===== config.mk =====
export PLATFORM = sky130hd
export DESIGN_NAME = dmem_arbiter
export DESIGN_NICKNAME = d
export VERILOG_FILES = /design/src/rtl/dmem_arbiter.sv
export SDC_FILE = /design/constraint.sdc
export NUM_CORES = 1
export LEC_CHECK = 0
export ABC_CLOCK_PERIOD_IN_PS = 3500
export CORE_AREA = 2 2 121 123
export DETAILED_ROUTE_END_ITERATION = 6
export DIE_AREA = 0 0 123 125
export GPL_TIMING_DRIVEN = 0
export HOLD_SLACK_MARGIN = 0.15
export PLACE_DENSITY = 0.74
export SYNTH_ARGS = -nofsm -noshare
export SYNTH_HDL_FRONTEND = slang
export SYNTH_SLANG_ARGS = --single-unit

===== constraint.sdc =====
create_clock -name clk -period 3.5 [get_ports clk]
set_input_delay 0.875 -clock clk [delete_from_list [all_inputs] [get_ports clk]]
set_output_delay 0.875 -clock clk [all_outputs]
set_load 0.1 [all_outputs]

===== src/rtl/dmem_arbiter.sv =====
// -----------------------------------------------------------------------------
// dmem_arbiter
//
// Shares the single-ported data RAM between the pipeline MEM stage (port 0)
// and the debug/program-loader port (port 1). At most one access is granted
// per cycle. Arbitration is round-robin, but port 1 may lock the RAM for a
// bounded run of back-to-back grants. Accesses outside the data segment are
// accepted and answered with an error, but never reach the RAM. Each port
// gets a registered response one cycle after its transfer.
//
// Parameters
//   DATA_SEG_BEGIN  byte base address of the data segment
//   DATA_SEG_SIZE   index of the last valid word in the segment
//   MAX_LOCK        max consecutive locked port-1 grants while port 0 waits
//
// Ports
//   clk, rst_n                 clock, asynchronous active-low reset
//   pN_req_i                   request from port N
//   pN_addr_i                  byte address
//   pN_wr_en_i                 1 = write, 0 = read
//   pN_wr_data_i               write data
//   pN_wr_strb_i               byte strobes, bit k enables data bits 8k+7:8k
//   p1_lock_i                  port 1 asks for back-to-back grants
//   pN_gnt_o                   request accepted this cycle
//   pN_rsp_valid_o             response for the port's previous transfer
//   pN_rsp_err_o               previous transfer was out of segment
//   pN_rd_data_o               registered read data (0 on error or write)
//   addr/wr_data/wr_strb/wr_en_dmem_ram_o   RAM drive
//   read_data_dmem_ram_i       RAM combinational read data
// -----------------------------------------------------------------------------
module dmem_arbiter #(
    parameter logic [31:0] DATA_SEG_BEGIN = 32'h0000_0000,
    parameter logic [31:0] DATA_SEG_SIZE  = 32'h0000_1FFF,
    parameter int unsigned MAX_LOCK       = 8
) (
    input  logic        clk,
    input  logic        rst_n,

    input  logic        p0_req_i,
    input  logic [31:0] p0_addr_i,
    input  logic        p0_wr_en_i,
    input  logic [31:0] p0_wr_data_i,
    input  logic [0:3]  p0_wr_strb_i,
    output logic        p0_gnt_o,
    output logic        p0_rsp_valid_o,
    output logic        p0_rsp_err_o,
    output logic [31:0] p0_rd_data_o,

    input  logic        p1_req_i,
    input  logic [31:0] p1_addr_i,
    input  logic        p1_wr_en_i,
    input  logic [31:0] p1_wr_data_i,
    input  logic [0:3]  p1_wr_strb_i,
    input  logic        p1_lock_i,
    output logic        p1_gnt_o,
    output logic        p1_rsp_valid_o,
    output logic        p1_rsp_err_o,
    output logic [31:0] p1_rd_data_o,

    output logic [31:0] addr_dmem_ram_o,
    output logic [31:0] wr_data_dmem_ram_o,
    output logic [0:3]  wr_strb_dmem_ram_o,
    output logic        wr_en_dmem_ram_o,
    input  logic [31:0] read_data_dmem_ram_i
);

    localparam logic [7:0] MAX_LOCK_C = 8'(MAX_LOCK);

    // Word-granular segment check; the offset wraps at 32 bits so addresses
    // below the segment base land far above the top and are rejected.
    function automatic logic in_segment(input logic [31:0] addr);
        logic [31:0] off;
        off = addr - DATA_SEG_BEGIN;
        return ({2'b00, off[31:2]} <= DATA_SEG_SIZE);
    endfunction

    // Arbitration state
    logic        last_gnt_q, last_gnt_d;
    logic [7:0]  lock_cnt_q, lock_cnt_d;

    // Response state
    logic        p0_rsp_valid_q, p0_rsp_valid_d;
    logic        p0_rsp_err_q,   p0_rsp_err_d;
    logic [31:0] p0_rd_data_q,   p0_rd_data_d;
    logic        p1_rsp_valid_q, p1_rsp_valid_d;
    logic        p1_rsp_err_q,   p1_rsp_err_d;
    logic [31:0] p1_rd_data_q,   p1_rd_data_d;

    // Combinational helpers
    logic        gnt0;
    logic        gnt1;
    logic        p0_in_range;
    logic        p1_in_range;
    logic        lock_win;

    assign p0_in_range = in_segment(p0_addr_i);
    assign p1_in_range = in_segment(p1_addr_i);

    // Port 1 keeps the RAM only while it held the last grant and its run
    // has not yet hit the bound.
    assign lock_win = last_gnt_q & p1_lock_i & (lock_cnt_q < MAX_LOCK_C);

    // Grant selection: single requester wins, contention is lock or round-robin.
    always_comb begin
        gnt0 = 1'b0;
        gnt1 = 1'b0;
        if (!rst_n) begin
            gnt0 = 1'b0;
            gnt1 = 1'b0;
        end else if (p0_req_i && p1_req_i) begin
            if (lock_win) begin
                gnt1 = 1'b1;
            end else if (last_gnt_q) begin
                gnt0 = 1'b1;
            end else begin
                gnt1 = 1'b1;
            end
        end else if (p0_req_i) begin
            gnt0 = 1'b1;
        end else if (p1_req_i) begin
            gnt1 = 1'b1;
        end else begin
            gnt0 = 1'b0;
            gnt1 = 1'b0;
        end
    end

    assign p0_gnt_o = gnt0;
    assign p1_gnt_o = gnt1;

    // RAM request mux: port 1 only when it is granted, otherwise port 0.
    always_comb begin
        addr_dmem_ram_o    = p0_addr_i;
        wr_data_dmem_ram_o = p0_wr_data_i;
        wr_strb_dmem_ram_o = p0_wr_strb_i;
        if (gnt1) begin
            addr_dmem_ram_o    = p1_addr_i;
            wr_data_dmem_ram_o = p1_wr_data_i;
            wr_strb_dmem_ram_o = p1_wr_strb_i;
        end else begin
            addr_dmem_ram_o    = p0_addr_i;
            wr_data_dmem_ram_o = p0_wr_data_i;
            wr_strb_dmem_ram_o = p0_wr_strb_i;
        end
    end

    // Out-of-segment writes are filtered here so they never touch the RAM.
    assign wr_en_dmem_ram_o = rst_n &
                              ((gnt0 & p0_wr_en_i & p0_in_range) |
                               (gnt1 & p1_wr_en_i & p1_in_range));

    // Next-state for last_gnt and the port-1 lock run counter.
    always_comb begin
        last_gnt_d = last_gnt_q;
        lock_cnt_d = lock_cnt_q;

        if (gnt0) begin
            last_gnt_d = 1'b0;
        end else if (gnt1) begin
            last_gnt_d = 1'b1;
        end else begin
            last_gnt_d = last_gnt_q;
        end

        // The run only counts while port 0 is actually being held off.
        if (!p1_lock_i || !p0_req_i || gnt0) begin
            lock_cnt_d = 8'd0;
        end else if (gnt1 && (lock_cnt_q < MAX_LOCK_C)) begin
            lock_cnt_d = lock_cnt_q + 8'd1;
        end else begin
            lock_cnt_d = lock_cnt_q;
        end
    end

    // Next-state for the per-port response registers; rd_data holds when idle.
    always_comb begin
        p0_rsp_valid_d = gnt0;
        p0_rsp_err_d   = gnt0 & ~p0_in_range;
        p0_rd_data_d   = p0_rd_data_q;
        if (gnt0) begin
            if (!p0_wr_en_i && p0_in_range) begin
                p0_rd_data_d = read_data_dmem_ram_i;
            end else begin
                p0_rd_data_d = 32'h0000_0000;
            end
        end else begin
            p0_rd_data_d = p0_rd_data_q;
        end

        p1_rsp_valid_d = gnt1;
        p1_rsp_err_d   = gnt1 & ~p1_in_range;
        p1_rd_data_d   = p1_rd_data_q;
        if (gnt1) begin
            if (!p1_wr_en_i && p1_in_range) begin
                p1_rd_data_d = read_data_dmem_ram_i;
            end else begin
                p1_rd_data_d = 32'h0000_0000;
            end
        end else begin
            p1_rd_data_d = p1_rd_data_q;
        end
    end

    // State registers with asynchronous active-low reset.
    always_ff @(posedge clk or negedge rst_n) begin
        if (!rst_n) begin
            last_gnt_q     <= 1'b1;
            lock_cnt_q     <= 8'd0;
            p0_rsp_valid_q <= 1'b0;
            p0_rsp_err_q   <= 1'b0;
            p0_rd_data_q   <= 32'h0000_0000;
            p1_rsp_valid_q <= 1'b0;
            p1_rsp_err_q   <= 1'b0;
            p1_rd_data_q   <= 32'h0000_0000;
        end else begin
            last_gnt_q     <= last_gnt_d;
            lock_cnt_q     <= lock_cnt_d;
            p0_rsp_valid_q <= p0_rsp_valid_d;
            p0_rsp_err_q   <= p0_rsp_err_d;
            p0_rd_data_q   <= p0_rd_data_d;
            p1_rsp_valid_q <= p1_rsp_valid_d;
            p1_rsp_err_q   <= p1_rsp_err_d;
            p1_rd_data_q   <= p1_rd_data_d;
        end
    end

    assign p0_rsp_valid_o = p0_rsp_valid_q;
    assign p0_rsp_err_o   = p0_rsp_err_q;
    assign p0_rd_data_o   = p0_rd_data_q;
    assign p1_rsp_valid_o = p1_rsp_valid_q;
    assign p1_rsp_err_o   = p1_rsp_err_q;
    assign p1_rd_data_o   = p1_rd_data_q;

    dmem_arbiter_checker #(
        .MAX_LOCK_C (MAX_LOCK_C)
    ) u_checker (
        .clk        (clk),
        .rst_n      (rst_n),
        .gnt0       (gnt0),
        .gnt1       (gnt1),
        .p0_req     (p0_req_i),
        .p1_req     (p1_req_i),
        .ram_wr_en  (wr_en_dmem_ram_o),
        .lock_cnt   (lock_cnt_q),
        .rsp_valid0 (p0_rsp_valid_q),
        .rsp_valid1 (p1_rsp_valid_q)
    );

endmodule

// -----------------------------------------------------------------------------
// dmem_arbiter_checker
//
// Structural invariants of the arbiter: one grant per cycle, grants only to
// requesters, RAM writes only with a grant, bounded lock run, and at most one
// response per cycle.
// -----------------------------------------------------------------------------
module dmem_arbiter_checker #(
    parameter logic [7:0] MAX_LOCK_C = 8'd8
) (
    input logic       clk,
    input logic       rst_n,
    input logic       gnt0,
    input logic       gnt1,
    input logic       p0_req,
    input logic       p1_req,
    input logic       ram_wr_en,
    input logic [7:0] lock_cnt,
    input logic       rsp_valid0,
    input logic       rsp_valid1
);

    a_one_grant: assert property (@(posedge clk) disable iff (!rst_n)
        !(gnt0 && gnt1));

    a_gnt0_req: assert property (@(posedge clk) disable iff (!rst_n)
        gnt0 |-> p0_req);

    a_gnt1_req: assert property (@(posedge clk) disable iff (!rst_n)
        gnt1 |-> p1_req);

    a_wr_needs_gnt: assert property (@(posedge clk) disable iff (!rst_n)
        ram_wr_en |-> (gnt0 || gnt1));

    a_lock_bound: assert property (@(posedge clk) disable iff (!rst_n)
        lock_cnt <= MAX_LOCK_C);

    a_one_rsp: assert property (@(posedge clk) disable iff (!rst_n)
        !(rsp_valid0 && rsp_valid1));

endmodule


; Word-level counts from Yosys, hierarchy flattened
; Index checks and enable logic that the tools add are counted.
[op_classes]
n_lt_le_gt_ge = 3
reduce_logical = 12
bitwise = 12
n_addsub = 1
mux = 20
[op_table]
columns = operator, count
row1 = $mux 32, 4
row2 = $le 30x13->1 const B, 2
row3 = $mux 8, 2
row4 = $mux 1, 13
row5 = $and 1x1->1, 9
row6 = $add 8x1->8 const B, 1
row7 = $lt 8x4->1 const B, 1
row8 = $logic_and 1x1->1, 4
row9 = $logic_not 1->1, 4
row10 = $mux 4, 1
row11 = $reduce_bool 2->1, 2
row12 = $logic_or 1x1->1, 2
row13 = $not 1->1, 2
row14 = $or 1x1->1, 1
[word_totals]
regBits = 77
word_cells = 56
inputBits = 175

; Depth between registers and ports, before layout
; Gate-level depths: netlist (run 1).
[logic_depth]
word_depth = 9
mapped_depth = 7

; Least setup slack after synthesis (run 1)
; No wires, ideal clock.
[synth_path]
path_type = input port to output port
start = input port p1_lock_i
end = output port wr_en_dmem_ram_o
t_required_ps = 2625
slack_ps = -365
arrival_time_ps = 2990
path_stages = 5
cell_sequence = and2_1 > a311oi_2 > buf_2 > buf_2 > a32o_1
[synth_via]
elab_chain_len = 9
word_cells_on_any_way = 14
classes_between = mux: 6 / bitwise: 8
[synth_lines]
columns = element, line
row1 = "start, declared", 54  ; input logic p1_lock_i,
row2 = $and 1x1->1 (2 in series), 101  ; assign lock_win = last_gnt_q & p1_lock_i & (lock_cnt_q < MAX_LOCK_C);
row3 = $mux 1, 111  ; if (lock_win) begin
row4 = $mux 1, 110  ; end else if (p0_req_i && p1_req_i) begin
row5 = $mux 1, 107  ; if (!rst_n) begin
row6 = net p0_gnt_o, 44  ; output logic p0_gnt_o,
row7 = $and 1x1->1 (2 in series), 149  ; ((gnt0 & p0_wr_en_i & p0_in_range) |
row8 = $or 1x1->1, 149
row9 = $and 1x1->1, 148  ; assign wr_en_dmem_ram_o = rst_n &
row10 = "end, declared", 63  ; output logic wr_en_dmem_ram_o,
; The timed path passes the listed nets, and every way through them passes these cells.

; Worst setup path in the final report (run 1)
[layout_path]
start = input port p0_req_i
end = output port wr_data_dmem_ram_o[30]
[layout_via]
elab_chain_len = 4
word_cells_on_any_way = 5
classes_between = mux: 4 / reduce/logical: 1
[layout_lines]
columns = element, line
row1 = "start, declared", 39  ; input logic p0_req_i,
row2 = $mux 1 / $logic_and 1x1->1 (equally long branches), "118, 110"
row3 = $mux 1 (*), 110
row4 = $mux 1 (*), 107
row5 = $mux 32 (*), 136  ; if (gnt1) begin
row6 = "end, declared", 61  ; output logic [31:0] wr_data_dmem_ram_o,
; Mark *: on every way between the ends. The rest lies on a longest branch, timed or not.

==> flow_metrics.py, run 1 <==
metrics = {
    "clock_network": {
        "clk_latency_ns": 0.33,
        "cts_sinks": 77,
        "cts_buffers": 9,
        "cts_max_level": 3,
        "cts_tree": "done",
        "root_buffer": "clkbuf_16",
        "clk_pin_slew_worst_paths_ns": 0.06,
        "clock_path_buffers": 2,
        "ctsHoldBuffers": 0,
    },
    "status": {
        "status": "finished, final reports clean",
    },
    "power": {
        "powerDensity_mw_per_mm2": 369,
        "netSwitchingFraction": 0.353,
        "p_seq_frac": 0.295,
        "pwr-share-clk": 0.335,
        "p_int_mw": 1.97,
        "power.total_mw": 3.05,
        "power.leakage_nw": 3.67,
        "p_sw_mw": 1.08,
        "ir_drop_mv": 0.257,
        "pwr-share-comb": 0.371,
    },
    "critical_path": {
        "cp.depth": 9,
        "end_kind": "output pin",
        "required_ns": 2.62,
        "cp-start-kind": "input pin",
        "max_stage_delay_ns": 0.31,
        "path_delay_family": "buffers and inverters",
        "reg2regPathDepth": 8,
        "path_class": "input pin to output pin",
        "cp.arrival_ns": 2.56,
        "critPathBufInv": 5,
        "cp_slowest_cell": "mux2_4",
        "cp_cell_sequence": "dlygate4sd2_1, nand2_1, a31o_4, and2_4, buf_6, buf_12, buf_12, mux2_4, buf_6",
        "path_max_fanout": 10,
    },
    "logic_synthesis": {
        "ys_types": 33,
        "yosys.area.top_type": "dfrtp_1",
        "synth_compound_area_frac": 0.202,
        "synth_top_family_by_area": "multiplexers",
        "yosysSeqAreaShare": 0.439,
        "synthSimpleGateAreaFrac": 0.101,
        "synthFlopType": "dfrtp_1",
        "synth_area_leaders": "dfrtp_1 (43%), a31o_2 (13%), mux2_4 (12%), mux2_2 (8.7%), a21boi_0 (5.5%)",
        "synth_xor_area_frac": 0,
        "synth_common_cells": "dfrtp_1 (76), a31o_2 (64), mux2_4 (35), mux2_2 (34), nor2b_1 (34)",
        "synthAdderAreaFrac": 0.00285,
        "synth_seq_cells": 77,
        "synth_warnings": 0,
        "synth_edf_count": 0,
        "netlist_instances": 360,
        "async_flop_share": 1.00,
        "syn_area_mm2": 0.00439,
        "avgSynthCellArea_um2": 12.2,
        "synth_top_area_frac": 0.433,
        "synth_mux_area_frac": 0.207,
        "synth_nets": 536,
        "synth_most_common_cell": "dfrtp_1",
    },
    "detailed_routing": {
        "vias": 4423,
        "firstDrtPassIters": 6,
        "wirelength_um": 19300,
        "wl_per_cell_um": 21.9,
        "drc": 0,
        "viasPerCell": 5.03,
        "ant_nets": 0,
        "drtIter0Drc": 225,
    },
    "global_routing": {
        "grt.overflow.total": 0,
        "globalRouteTotalUtil": 0.243,
        "antenna_found_initial": 1,
        "grt_pass1_wl_um": 28000,
        "grt_max_degree": 31,
        "grt_pass1_vias": 4760,
    },
    "sta": {
        "min_period_over_period": 0.980,
        "min_period_ns": 3.43,
        "setup_violations": 0,
        "skew_ns": 0.00490,
        "holdWs_ns": 0.383,
        "grt_setup_unrepaired": "false",
        "max_slew_margin": 0.294,
        "final_hold_viol_count": 0,
        "final_max_slew_viol_count": 0,
        "worstMarginPinSlew_ns": 1.06,
        "fmax_mhz": 291,
    },
    "layout": {
        "fill_cells": 1170,
        "area_growth_pct": 88.2,
        "final_area_mm2": 0.00827,
        "stdcell_count": 879,
        "layout-drive-gt1-share": 0.373,
        "nets": 865,
    },
    "hold_path": {
        "hp-class": "input pin to async pin",
    },
    "floorplanning": {
        "core_mm2": 0.0142,
        "fp.dieW_um": 123,
        "die_h_um": 125,
        "boundaryPins": 314,
        "num_rows": 44,
        "dieArea_mm2": 0.0154,
        "start_util": 0.309,
    },
    "flow_run": {
        "maxCapViolCount": 0,
    },
    "placed_design": {
        "dp.cells": 858,
        "portBuffers": 313,
        "hpwl_um": 15300,
        "place.gp.congestion": 0.956,
        "post_dp_cell_area_mm2": 0.00779,
    },
}
-- path summary, 6_finish.rpt --
path | from | end | slack, ns
hold reg to reg | lock_cnt_q[4]$_DFFE_PN0P_ | lock_cnt_q[4]$_DFFE_PN0P_ | 0.51
setup / recovery | p0_req_i | wr_data_dmem_ram_o[30] | 0.07
max in group asynchronous | rst_n | p0_rd_data_o[20]$_DFFE_PN0P_ | 2.55
min in group clk | lock_cnt_q[4]$_DFFE_PN0P_ | lock_cnt_q[4]$_DFFE_PN0P_ | 0.51
setup reg to reg | lock_cnt_q[4]$_DFFE_PN0P_ | p1_rd_data_o[28]$_DFFE_PN0P_ | 1.49
hold / removal | rst_n | p0_rd_data_o[15]$_DFFE_PN0P_ | 0.38
-- final cells by class --
class | instances | area (µm²) | share of cell area
well taps | 184 | 230 | 0.0278
clock buffers | 13 | 260 | 0.0315
repair buffers | 319 | 3240 | 0.392
diodes | 1 | 2.50 | 0.000303
inverters | 1 | 3.75 | 0.000454
multi-input cells | 250 | 2280 | 0.276
plain buffers | 31 | 251 | 0.0304
flip-flops and latches | 77 | 1930 | 0.233
clock inverters | 3 | 67.6 | 0.00817
-- cells by family (layout without fill, tap and decap cells) --
logic type | count (synthesis) | after routing
AND/OR/NAND/NOR | 76 | 76
buffers and inverters | 33 | 367
other | 0 | 1
AO/OA/AOI/OAI | 104 | 104
flip-flops | 77 | 77
adder cells (fa/ha/maj) | 1 | 1
multiplexers | 69 | 69
-- metrics by stage --
| stage | setup slack [ns] | utilization | setup TNS, ns |
|---|---|---|---|
| final | 0.0686 | 0.582 | 0 |
| after global routing | 0.0261 | 0.582 | 0 |
| after CTS | 0.00807 | 0.580 | 0 |
| after detailed placement | -1.55 | 0.549 | -97.09 |
| after global placement | -4.08 | 0.547 | -515.97 |
| after floorplan | 0.0813 | - | 0 |
-- routing by layer --
metal | part of all wire | global-route usage | up-vias
met5 | 0 | 0 | -
met4 | 0.030 | 0.0896 | 0
met3 | 0.073 | 0.0607 | 33
met2 | 0.53 | 0.447 | 189
met1 | 0.37 | 0.266 | 2200
li1 | - | - | 2001
-- state kept, by name, summed over array words and instances (netlist names) --
signal and cells:
p0_rd_data_o 32, p1_rd_data_o 32, lock_cnt_q 8, last_gnt_q 1, p0_rsp_err_o 1, p0_rsp_valid_o 1, p1_rsp_err_o 1, p1_rsp_valid_o 1
-- power by group through the flow --
stage / Sequential [mW] / Combinational [mW] / Clock (mW)
finish: 0.899 / 1.13 / 1.02
global route: 0.899 / 1.17 / 1.08
CTS: 0.899 / 1.13 / 1.04
detailed placement: 0.915 / 1.09 / 0
global placement: 0.915 / 1.08 / 0
floorplan: 0.935 / 0.674 / 0
-- timing repair --
| item | CTS | global route |
|---|---|---|
| gates resized for setup | 490 | 2 |
| endpoints found under the setup margin | 71 | 69 |
| setup buffers | 3 | 0 |
| cloned | 1 | 1 |
| pin swaps | 1 | 0 |
-- placed cells by master, fill, tap and decap left out, types with 2 or more instances in the layout --
master and n:
and2_4 2, dfrtp_1 76, nand3_1 2, clkbuf_16 10, a31o_2 64, a21boi_0 32, bufinv_16 2, buf_12 8
mux2_4 35, nor2b_1 34, nand2_1 7, nor3_2 2, nor3b_1 2, nand4_1 2, nor2_1 9, dlygate4sd2_1 3
and2_1 6, clkbuf_1 8, nor4_1 5, clkbuf_8 2, nor3_1 4, mux2_2 34, buf_4 38, buf_2 16
buf_6 31, clkdlybuf4s50_1 238, buf_8 7
No activity file was read; power rests on OpenSTA's default activity.
==> run 2, diff against run 1 <==
Settings changed: SKIP_LAST_GASP from default to 1.
==> results of run 2 <==
The final DEF is identical to that of run 1; final timing and power are the same.
